$ cat config.mk
export PLATFORM = sky130hd
export DESIGN_NAME = keypad_bcd_entry
export DESIGN_NICKNAME = d
export VERILOG_FILES = /design/src/rtl/keypad_bcd_entry.sv
export SDC_FILE = /design/constraint.sdc
export NUM_CORES = 1
export LEC_CHECK = 0
export BUFFER_PORTS_ARGS = -buffer_cell sky130_fd_sc_hd__buf_2
export CAP_MARGIN = 10
export CORE_UTILIZATION = 30
export DETAILED_ROUTE_END_ITERATION = 10
export SKIP_CTS_REPAIR_TIMING = 1
export SYNTH_ARGS = -nofsm -noshare
export SYNTH_HDL_FRONTEND = slang
export SYNTH_SLANG_ARGS = --single-unit
$ cat constraint.sdc
create_clock -name clk -period 4.15 [get_ports clk]
set_clock_uncertainty 0.1 [all_clocks]
set_input_delay 0 -clock clk [delete_from_list [all_inputs] [get_ports clk]]
set_output_delay 0 -clock clk [all_outputs]
set_load 0.05 [all_outputs]
$ cat src/rtl/keypad_bcd_entry.sv
// Debounced one-hot keypad to calculator-style BCD entry register with CLEAR/ENTER keys.
// Optional macro KEYPAD_BACKSPACE_EN turns keypad bit1 into a BACKSPACE key.
module keypad_bcd_entry #(
    parameter int DIGITS          = 3,
    parameter int DEBOUNCE_CYCLES = 4
) (
    input  logic                  clk,
    input  logic                  rst_n,
    input  logic [15:0]           onehot,
    output logic [4*DIGITS-1:0]   binary,
    output logic [7:0]            times,
    output logic                  full,
    output logic                  key_valid,
    output logic                  overflow,
    output logic                  done,
    output logic [4*DIGITS-1:0]   value
);

    typedef enum logic [1:0] {ST_IDLE, ST_DEBOUNCE, ST_HELD} state_t;
    typedef enum logic [2:0] {K_DIGIT, K_CLEAR, K_ENTER, K_BKSP, K_INVALID} key_kind_t;

    localparam logic [7:0] DB_LIMIT   = 8'(DEBOUNCE_CYCLES);
    localparam logic [7:0] DIGITS_LIM = 8'(DIGITS);

    state_t               r_state, w_state_next;
    logic [15:0]          r_sample, r_code, w_code_next;
    logic [7:0]           r_cnt, w_cnt_next;
    logic                 w_act;
    key_kind_t            w_kind;
    logic [3:0]           w_digit;
    logic [4*DIGITS-1:0]  r_binary, r_value, w_shifted;
    logic [7:0]           r_times;
    logic                 r_key_valid, r_overflow, r_done;

    // NOTE: every combinational output gets a default first so no path can infer a latch.
    always_comb begin
        w_kind  = K_INVALID;
        w_digit = 4'd0;
        case (r_sample)
            16'h0008: begin w_kind = K_DIGIT; w_digit = 4'd0; end
            16'h0080: begin w_kind = K_DIGIT; w_digit = 4'd1; end
            16'h0040: begin w_kind = K_DIGIT; w_digit = 4'd2; end
            16'h0020: begin w_kind = K_DIGIT; w_digit = 4'd3; end
            16'h0800: begin w_kind = K_DIGIT; w_digit = 4'd4; end
            16'h0400: begin w_kind = K_DIGIT; w_digit = 4'd5; end
            16'h0200: begin w_kind = K_DIGIT; w_digit = 4'd6; end
            16'h8000: begin w_kind = K_DIGIT; w_digit = 4'd7; end
            16'h4000: begin w_kind = K_DIGIT; w_digit = 4'd8; end
            16'h2000: begin w_kind = K_DIGIT; w_digit = 4'd9; end
            16'h0001: w_kind = K_CLEAR;
            16'h0010: w_kind = K_ENTER;
`ifdef KEYPAD_BACKSPACE_EN
            16'h0002: w_kind = K_BKSP;
`endif
            default:  w_kind = K_INVALID;
        endcase
    end

    generate
        if (DIGITS == 1) begin : g_load
            assign w_shifted = w_digit;
        end else begin : g_shift
            assign w_shifted = {r_binary[4*DIGITS-5:0], w_digit};
        end
    endgenerate

    // The key is acted on in the same decision that completes the debounce count.
    always_comb begin
        w_state_next = r_state;
        w_code_next  = r_code;
        w_cnt_next   = r_cnt;
        w_act        = 1'b0;
        case (r_state)
            ST_IDLE: begin
                if (r_sample != 16'h0000) begin
                    w_code_next = r_sample;
                    w_cnt_next  = 8'd1;
                    if (w_cnt_next >= DB_LIMIT) begin
                        w_act        = 1'b1;
                        w_state_next = ST_HELD;
                    end else begin
                        w_state_next = ST_DEBOUNCE;
                    end
                end
            end
            ST_DEBOUNCE: begin
                if (r_sample == r_code) begin
                    w_cnt_next = r_cnt + 8'd1;
                    if (w_cnt_next >= DB_LIMIT) begin
                        w_act        = 1'b1;
                        w_state_next = ST_HELD;
                    end
                end else begin
                    w_cnt_next   = 8'd0;
                    w_state_next = ST_IDLE;
                end
            end
            ST_HELD: begin
                if (r_sample == 16'h0000) begin
                    w_cnt_next   = 8'd0;
                    w_state_next = ST_IDLE;
                end
            end
            default: begin
                w_cnt_next   = 8'd0;
                w_state_next = ST_IDLE;
            end
        endcase
    end

    // NOTE: sequential state uses non-blocking assignments so all registers update from pre-edge values.
    always_ff @(posedge clk or negedge rst_n) begin
        if (!rst_n) begin
            r_sample <= 16'h0000;
            r_state  <= ST_IDLE;
            r_code   <= 16'h0000;
            r_cnt    <= 8'd0;
        end else begin
            r_sample <= onehot;
            r_state  <= w_state_next;
            r_code   <= w_code_next;
            r_cnt    <= w_cnt_next;
        end
    end

    always_ff @(posedge clk or negedge rst_n) begin
        if (!rst_n) begin
            r_binary    <= '0;
            r_value     <= '0;
            r_times     <= 8'd0;
            r_key_valid <= 1'b0;
            r_overflow  <= 1'b0;
            r_done      <= 1'b0;
        end else begin
            r_key_valid <= 1'b0;
            r_overflow  <= 1'b0;
            r_done      <= 1'b0;
            if (w_act) begin
                case (w_kind)
                    K_DIGIT: begin
                        if (r_times < DIGITS_LIM) begin
                            r_binary    <= w_shifted;
                            r_times     <= r_times + 8'd1;
                            r_key_valid <= 1'b1;
                        end else begin
                            r_overflow  <= 1'b1;
                        end
                    end
                    K_CLEAR: begin
                        r_binary <= '0;
                        r_times  <= 8'd0;
                    end
                    K_ENTER: begin
                        r_value  <= r_binary;
                        r_binary <= '0;
                        r_times  <= 8'd0;
                        r_done   <= 1'b1;
                    end
`ifdef KEYPAD_BACKSPACE_EN
                    K_BKSP: begin
                        if (r_times != 8'd0) begin
                            r_binary <= r_binary >> 4;
                            r_times  <= r_times - 8'd1;
                        end
                    end
`endif
                    default: ;
                endcase
            end
        end
    end

    assign binary    = r_binary;
    assign times     = r_times;
    assign full      = (r_times == DIGITS_LIM);
    assign key_valid = r_key_valid;
    assign overflow  = r_overflow;
    assign done      = r_done;
    assign value     = r_value;

endmodule

* After elaboration in Yosys (flattened, before gate mapping) *
Index checks and enable logic that the tools add are counted.

storage, ports and cells
  register bits after elaboration = 77
  input bits = 18
  output and inout bits = 36
  logic and storage cells = 74

cells by class
  $add $sub $neg = 2
  order comparisons = 2
  equal/unequal tests = 22
  multiplexer cells = 26
  reductions and logical operators = 12

operator list
  cell                                                                number
  4-bit one-hot mux with 9 select lines                               1
  8-bit two-way mux                                                   4
  12-bit one-hot mux with 2 select lines                              1
  8-bit one-hot mux with 3 select lines                               1
  8-bit by 1-bit adder with 8-bit output (second input constant)      2
  16-bit by 1-bit == test with 1-bit output (second input constant)   1
  16-bit by 10-bit == test with 1-bit output (second input constant)  1
  16-bit by 11-bit == test with 1-bit output (second input constant)  1
  16-bit by 12-bit == test with 1-bit output (second input constant)  1
  16-bit by 14-bit == test with 1-bit output (second input constant)  1
  16-bit by 15-bit == test with 1-bit output (second input constant)  1
  16-bit == test                                                      1
  16-bit == test (second input constant)                              1
  16-bit by 4-bit == test with 1-bit output (second input constant)   1
  16-bit by 5-bit == test with 1-bit output (second input constant)   1
  16-bit by 6-bit == test with 1-bit output (second input constant)   1
  16-bit by 7-bit == test with 1-bit output (second input constant)   1
  16-bit by 8-bit == test with 1-bit output (second input constant)   1
  16-bit zero test                                                    1
  8-bit one-hot mux with 2 select lines                               1
  16-bit nonzero test                                                 1
  12-bit two-way mux                                                  1
  1-bit two-way mux                                                   11
  10-bit OR reduction                                                 1
  other kinds (18)                                                    26

* Longest topological paths before layout *
Gate-level depths: netlist (run 1).

  depth after elaboration = 7
  depth in mapped cells = 12
  mapped depth without buffers = 10

* Worst setup path before layout (run 1) *
OpenSTA, ideal clock, no wires.

  path type = register to register
  from = register r_sample[10]
  to = register r_binary[11] (netlist: binary[11])
  library setup time = 0.121 ns
  arrival = 2.881 ns
  data required time = 3.929 ns
  slack = 1.048 ns
  cell stages (with the launch flop) = 11
  buffers on the path = 2
  period minus slack after synthesis = 3.102 ns
  cell sequence = dfrtp_1 buf_4 nor4_1 nand2_1 or4b_2 ha_1 o21a_1 a311oi_4 o21ai_2 buf_6 a22o_1

on the way
  cells in the longest elaborated chain, start to end = 7
  elaborated cells between the ends (all ways) = 25
  classes of those cells = eq/ne (16); mux (4); reduce/logical (5)

RTL lines
  item                                                                                                         line  RTL
  start: declaration                                                                                           26    logic [15:0] r_sample, r_code, w_code_next;
  start signal: assignment                                                                                     119   r_sample <= onehot;
  16-bit by 14-bit == test with 1-bit output (tied with other cells)                                           39    case (r_sample)
  10-bit OR reduction (no source line)                                                                         --
  3-bit one-hot mux with 3 select lines                                                                        39
  3-bit by 2-bit == test with 1-bit output / 3-bit by 1-bit == test with 1-bit output (equally long branches)  139   case (w_kind)
  2-bit OR reduction (no source line)                                                                          --
  2-bit nonzero test (no source line)                                                                          --
  3-bit AND reduction (no source line)                                                                         --
  end signal: assignment                                                                                       142   r_binary <= w_shifted;
  end: declaration                                                                                             31    logic [4*DIGITS-1:0] r_binary, r_value, w_shifted;

Parallel ways exist; a longest one is shown, timed or not.
A chain may end at the register's enable or synchronous reset.

* Worst setup path in the final report (run 1) *
  from = register r_sample[13]
  to = register r_times[0] (netlist: times[0])

on the way
  cells in the longest elaborated chain, start to end = 7
  elaborated cells between the ends (all ways) = 25
  classes of those cells = eq/ne (16); mux (4); reduce/logical (5)

RTL lines
  item                                                                                                         line  RTL
  16-bit by 14-bit == test with 1-bit output (tied with other cells)                                           39
  10-bit OR reduction (no source line)                                                                         --
  3-bit one-hot mux with 3 select lines                                                                        39
  3-bit by 2-bit == test with 1-bit output / 3-bit by 1-bit == test with 1-bit output (equally long branches)  139
  2-bit OR reduction (no source line)                                                                          --
  2-bit nonzero test (no source line)                                                                          --
  3-bit AND reduction (no source line)                                                                         --
  end signal: assignment                                                                                       143   r_times <= r_times + 8'd1;
  end: declaration                                                                                             32    logic [7:0] r_times;

Parallel ways exist; a longest one is shown, timed or not.

==> results of run 1 <==
-- registers in the layout, summed over array words and instances (netlist names) --
| register | flops |
|---|---|
| binary | 12 |
| done | 1 |
| key_valid | 1 |
| overflow | 1 |
| r_cnt | 8 |
| r_code | 16 |
| r_sample | 16 |
| r_state | 2 |
| times | 8 |
| value | 12 |
-- cells in the final DEF, fill, tap and decap left out, types with 3 or more instances in the layout --
cell type and n:
bufinv_16 3, nand3_1 10, xor2_1 21, buf_2 52, nand2_1 17, and2_2 4
o21ai_0 11, inv_1 4, dfrtp_1 77, or3_1 6, ha_1 5, nor2_1 14
nor4_1 13, nand4_1 4, nor3_1 8, xnor2_1 5, or4_1 3, dlygate4sd3_1 17
and2_1 3, clkbuf_16 9, and3_1 3, o2bb2ai_1 11, a32oi_1 8, mux2_2 29
a22o_1 4, a21o_1 4, or2_2 3
-- path summary, 6_finish.rpt --
| check | start | to | slack, ns | depth (start not counted) |
|---|---|---|---|---|
| worst max-delay path | r_sample[13] | times[0] | 0.48 | 8 |
| worst min-delay path | onehot[9] | r_sample[9] | 0.20 | 2 |
| worst max register to register | r_sample[13] | times[0] | 0.48 | 8 |
| worst min register to register | value[6] | value[6] | 0.40 | 1 |
| max in group asynchronous | rst_n | r_code[7] | 3.07 | 2 |
| min in group asynchronous | rst_n | r_cnt[2] | 0.28 | 2 |
-- kinds of logic after synthesis --
family,share of synthesized area (%)
compound gates,13.3
xor+xnor,6.09
fa+ha+maj,1.94
buf+inv,2.68
flops,51.5
mux,8.73
simple gates,15.7
-- routing by layer --
layer  wire (um)  global-route usage, %  vias to the layer above
met5           0                      0                        -
met4         137                   5.35                        0
met3         282                   3.72                       15
met2        3630                   20.2                       50
met1        3830                   18.0                     1296
li1            -                      -                     1324
-- power by group --
part / switching (W) / internal, W / total, W
Clock: 0.000289 / 0.000582 / 0.000871
Combinational: 0.0000452 / 0.0000400 / 0.0000852
Sequential: 0.0000226 / 0.000767 / 0.000790
-- per-stage QoR --
stage,power [W],hold WS [ns],cells
floorplan,0.000844,-0.396,316
CTS,0.00176,-0.347,538
detailed placement,0.000878,0.00943,523
finish,0.00175,0.200,555
global placement,0.000876,0.0112,523
global route,0.00181,0.206,555
-- area by class of cell --
class / instances / area, um^2 / area share (%)
timing repair buffer: 70 / 438 / 9.45
tap: 168 / 210 / 4.54
clock inverter: 5 / 100 / 2.16
inverter: 4 / 15.0 / 0.324
multi-input combinational: 221 / 1710 / 37.0
sequential: 77 / 1930 / 41.6
clock buffer: 10 / 229 / 4.94
-- worst max-delay path, stage by stage (launching register included) --
cell and delay [ns]:
dfrtp_1 0.47, nor4_1 0.40, nand2_1 0.18, or4b_2 0.74, ha_1 0.54, o211ai_1 0.16, o41ai_1 0.39, o21ai_2 0.23
mux2_2 0.34
==> run_results.csv, run 1 <==
group,metric,value,unit
outcome,run_status,"complete, no violations",
global_route,antenna_found_initial,0,
critical_path,crit_arrival,3.79,ns
clocking,cts_tree,"built",
route,detail_route.wirelength,7.88,mm
power_and_ir_drop,leakage,2.12,nW
logic_synthesis,avgSynthCellArea,11.8,um^2
logic_synthesis,syn_inst,316,
timing,timing.final.crit_period,3.67,ns
logic_synthesis,synth.most_common_cell,"dfrtp_1",
critical_path,start_kind,"flop",
global_route,track_usage,13.3,%
logic_synthesis,yosysWarnings,0,
logic_synthesis,synth_top_area_share,51.5,%
finish,final_util,38.4,%
timing,slew-limit-headroom,35.8,%
timing,worstMarginPinSlew,0.963,ns
place,portBuffers,53,
timing,finalSetupViolations,0,
route,drt_iter0_drc,161,
logic_synthesis,synth_area_leaders,"dfrtp_1 (52%), mux2_2 (8.7%), xor2_1 (4.9%), o2bb2ai_1 (2.6%), nor4_1 (2.2%)",
finish,fillerInstances,1164,
logic_synthesis,synth_area,3740,um^2
timing,setup_ws,0.485,ns
clocking,cts-htree-levels,3,
clocking,cts_buffers,9,
route,via_count,2685,
finish,antenna_cells,0,
run,cap_violations,0,
route,routedWlPerCell,14.2,um
die,start_util,31.0,%
clocking,clkLatencyLatePin,0.34,ns
place,dpl.hpwl,5.71,mm
logic_synthesis,synth_common_cells,"dfrtp_1 (77), mux2_2 (29), xor2_1 (21)",
finish,layout-drive-gt1-share,30.2,%
route,antenna_left,0,
place,dpl-instance-area,4130,um^2
global_route,grt_pass1_vias,2571,
clocking,clock_path_buffers,2,
logic_synthesis,ys_ff_latch,77,
finish,final_nets,406,
place,pre_cts_ws,0.554,ns
die,die_w,114,um
timing,fin_tns_setup,0,ns
die,std_cell_rows,40,
worst_hold_path,hold_class,"primary input to flop",
finish,syn2layout_area_growth,23.8,%
clocking,clock-root-buffer,"clkbuf_16",
logic_synthesis,synth_top_cell_by_area,"dfrtp_1",
clocking,cts_sinks,77,
critical_path,worstPathRequired,4.27,ns
logic_synthesis,synth_edf_count,0,
power_and_ir_drop,ir_drop,204,uV
timing,maxSlewViolCount,0,
timing,hold_violations,0,
logic_synthesis,synth_cell_types,55,
die,io_pins,54,
route,drc,0,
global_route,grt_max_degree,78,
power_and_ir_drop,pwr_density_cell,377,nW/um^2
global_route,grt.overflow.total,0,
place,globalplace.congestion,0.861,
finish,stdcell_area,4630,um^2
logic_synthesis,syn_nets,339,
critical_path,crit_type,"flop to flop",
route,drt-pass1-iter-count,4,
logic_synthesis,synth-seq-area-share,51.5,%
critical_path,crit_path_max_fanout,12,
critical_path,end_kind,"flop",
die,die-area,12900,um^2
timing,rsz0062_at_grt,"false",
timing,max_freq,273,MHz
clocking,cts.clk_slew.worst_paths,0.06,ns
route,avgViaCountPerCell,4.84,
global_route,grt_pass1_wl,13.3,mm
logic_synthesis,postSynth.topFlopCell,"dfrtp_1",
die,die_h,114,um
timing,post-route-period-util,88.3,%
logic_synthesis,synthArstFlopShare,100,%
die,coreArea,12100,um^2
(Power assumes the default switching activity.)
==> run 2: changes to the inputs <==
- ABC_AREA: unset -> 0
- CORE_UTILIZATION: 30 -> 35
==> run_results.csv, run 2 (synthesized netlist as in run 1, its figures left out) <==
group,metric,value,unit
outcome,run_status,"complete, no violations",
critical_path,crit_path_max_fanout,12,
finish,syn2layout_area_growth,20.0,%
finish,seqCellArea,1930,um^2
global_route,antenna_found_initial,0,
route,drt-pass1-iter-count,4,
global_route,track_usage,14.9,%
critical_path,crit_arrival,3.85,ns
place,dpl.hpwl,5.53,mm
global_route,grt_use_met3,3.71,%
route,avgViaCountPerCell,5.16,
route,drc,0,
clocking,cts_tree,"built",
die,die_h,105,um
finish,final_cell_mix,"dfrtp_1 (77), buf_2 (52), mux2_2 (29)",
route,via_count,2704,
place,globalplace.congestion,0.873,
clocking,clock-root-buffer,"clkbuf_8",
place,portBuffers,53,
global_route,grt_pass1_wl,12.9,mm
clocking,cts-htree-levels,3,
timing,timing.final.crit_period,3.71,ns
global_route,grt_use_met2,23.7,%
finish,final_common_cell,"dfrtp_1",
power_and_ir_drop,ir_drop,184,uV
timing,slew-limit-headroom,37.6,%
timing,fin_tns_setup,0,ns
global_route,grt_pass1_vias,2523,
worst_hold_path,hold_class,"primary input to flop",
timing,finalSetupViolations,0,
finish,reg.largest.list,"r_code (16), r_sample (16)",
clocking,cts_buffers,9,
route,antenna_left,0,
timing,worstMarginPinSlew,0.936,ns
finish,multi_input_area,1710,um^2
timing,maxSlewViolCount,0,
global_route,grt.overflow.total,0,
place,pre_cts_ws,0.517,ns
critical_path,rrSetupSlack,0.44,ns
timing,max_freq,270,MHz
route,drt_iter0_drc,133,
clocking,cts.clk_slew.worst_paths,0.08,ns
timing,post-route-period-util,89.4,%
route,routedWlPerCell,14.6,um
die,io_pins,54,
die,die-area,11100,um^2
finish,fillerInstances,970,
finish,antenna_cells,0,
die,die_w,105,um
critical_path,start_kind,"flop",
finish,final_nets,406,
power_and_ir_drop,leakage,2.07,nW
clocking,clkLatencyLatePin,0.36,ns
global_route,grt_max_degree,78,
route,detail_route.wirelength,7.65,mm
die,start_util,36.2,%
run,cap_violations,0,
timing,setup_ws,0.441,ns
timing,rsz0062_at_grt,"false",
clocking,clock_path_buffers,2,
clocking,cts_sinks,77,
die,coreArea,10300,um^2
global_route,met1_usage,19.7,%
critical_path,crit_type,"flop to flop",
critical_path,worstPathRequired,4.29,ns
timing,hold_violations,0,
power_and_ir_drop,pwr_density_cell,335,nW/um^2
global_route,top_usage_layer,"met2",
finish,layout-drive-gt1-share,30.7,%
critical_path,end_kind,"flop",
die,std_cell_rows,37,
## run 2: metrics by stage
step | std cells | cell area, um^2 | util [%] | hold slack (ns) | power [W]
3_5_place_dp | 491 | 4090 | 39.7 | 0.00931 | 0.000878
6_report | 524 | 4490 | 43.5 | 0.176 | 0.00150
2_1_floorplan | 316 | 3740 | - | -0.396 | 0.000844
3_3_place_gp | 491 | 4090 | 39.7 | 0.00815 | 0.000876
5_1_grt | 524 | 4490 | 43.5 | 0.176 | 0.00156
4_1_cts | 507 | 4320 | 41.8 | -0.372 | 0.00151
## run 2: path summary, 6_finish.rpt
kind | from | to | depth (start not counted)
min | onehot[2] | r_sample[2] | 2
max | r_sample[13] | times[0] | 8
min in group asynchronous | rst_n | value[11] | 2
max reg2reg | r_sample[13] | times[0] | 8
min reg2reg | value[8] | value[8] | 1
max in group asynchronous | rst_n | r_code[10] | 2
## run 2: routing by layer
layer | routed length [um] | vias to the layer above | part of all wire (%)
met1 | 3610 | 1316 | 47
met4 | 135 | 0 | 1.8
li1 | - | 1317 | -
met2 | 3640 | 59 | 48
met5 | 0 | - | 0
met3 | 264 | 12 | 3.5
## run 2: where the power goes
group | internal (W) | switching (W) | leakage [nW] | total [W]
logic | 0.0000400 | 0.0000454 | 0.970 | 0.0000855
registers | 0.000766 | 0.0000222 | 0.993 | 0.000788
clock network | 0.000354 | 0.000276 | 0.112 | 0.000630
total | 0.00116 | 0.000344 | 2.07 | 0.00150
## run 2: cell type report
cell class	instances	area share, %
Clock buffer	10	3.07
Clock inverter	6	1.92
Inverter	4	0.335
Multi-Input combinational cell	221	38.2
Sequential cell	77	42.9
Tap cell	136	3.79
Timing Repair Buffer	70	9.76
## run 2: worst max-delay path, stage by stage, from the launching register on
cell and delay [ns]:
dfrtp_1 0.48, nor4_1 0.43, nand2_1 0.17, or4b_2 0.73
ha_1 0.55, o211ai_1 0.18, o41ai_1 0.41, o21ai_2 0.22
mux2_2 0.33
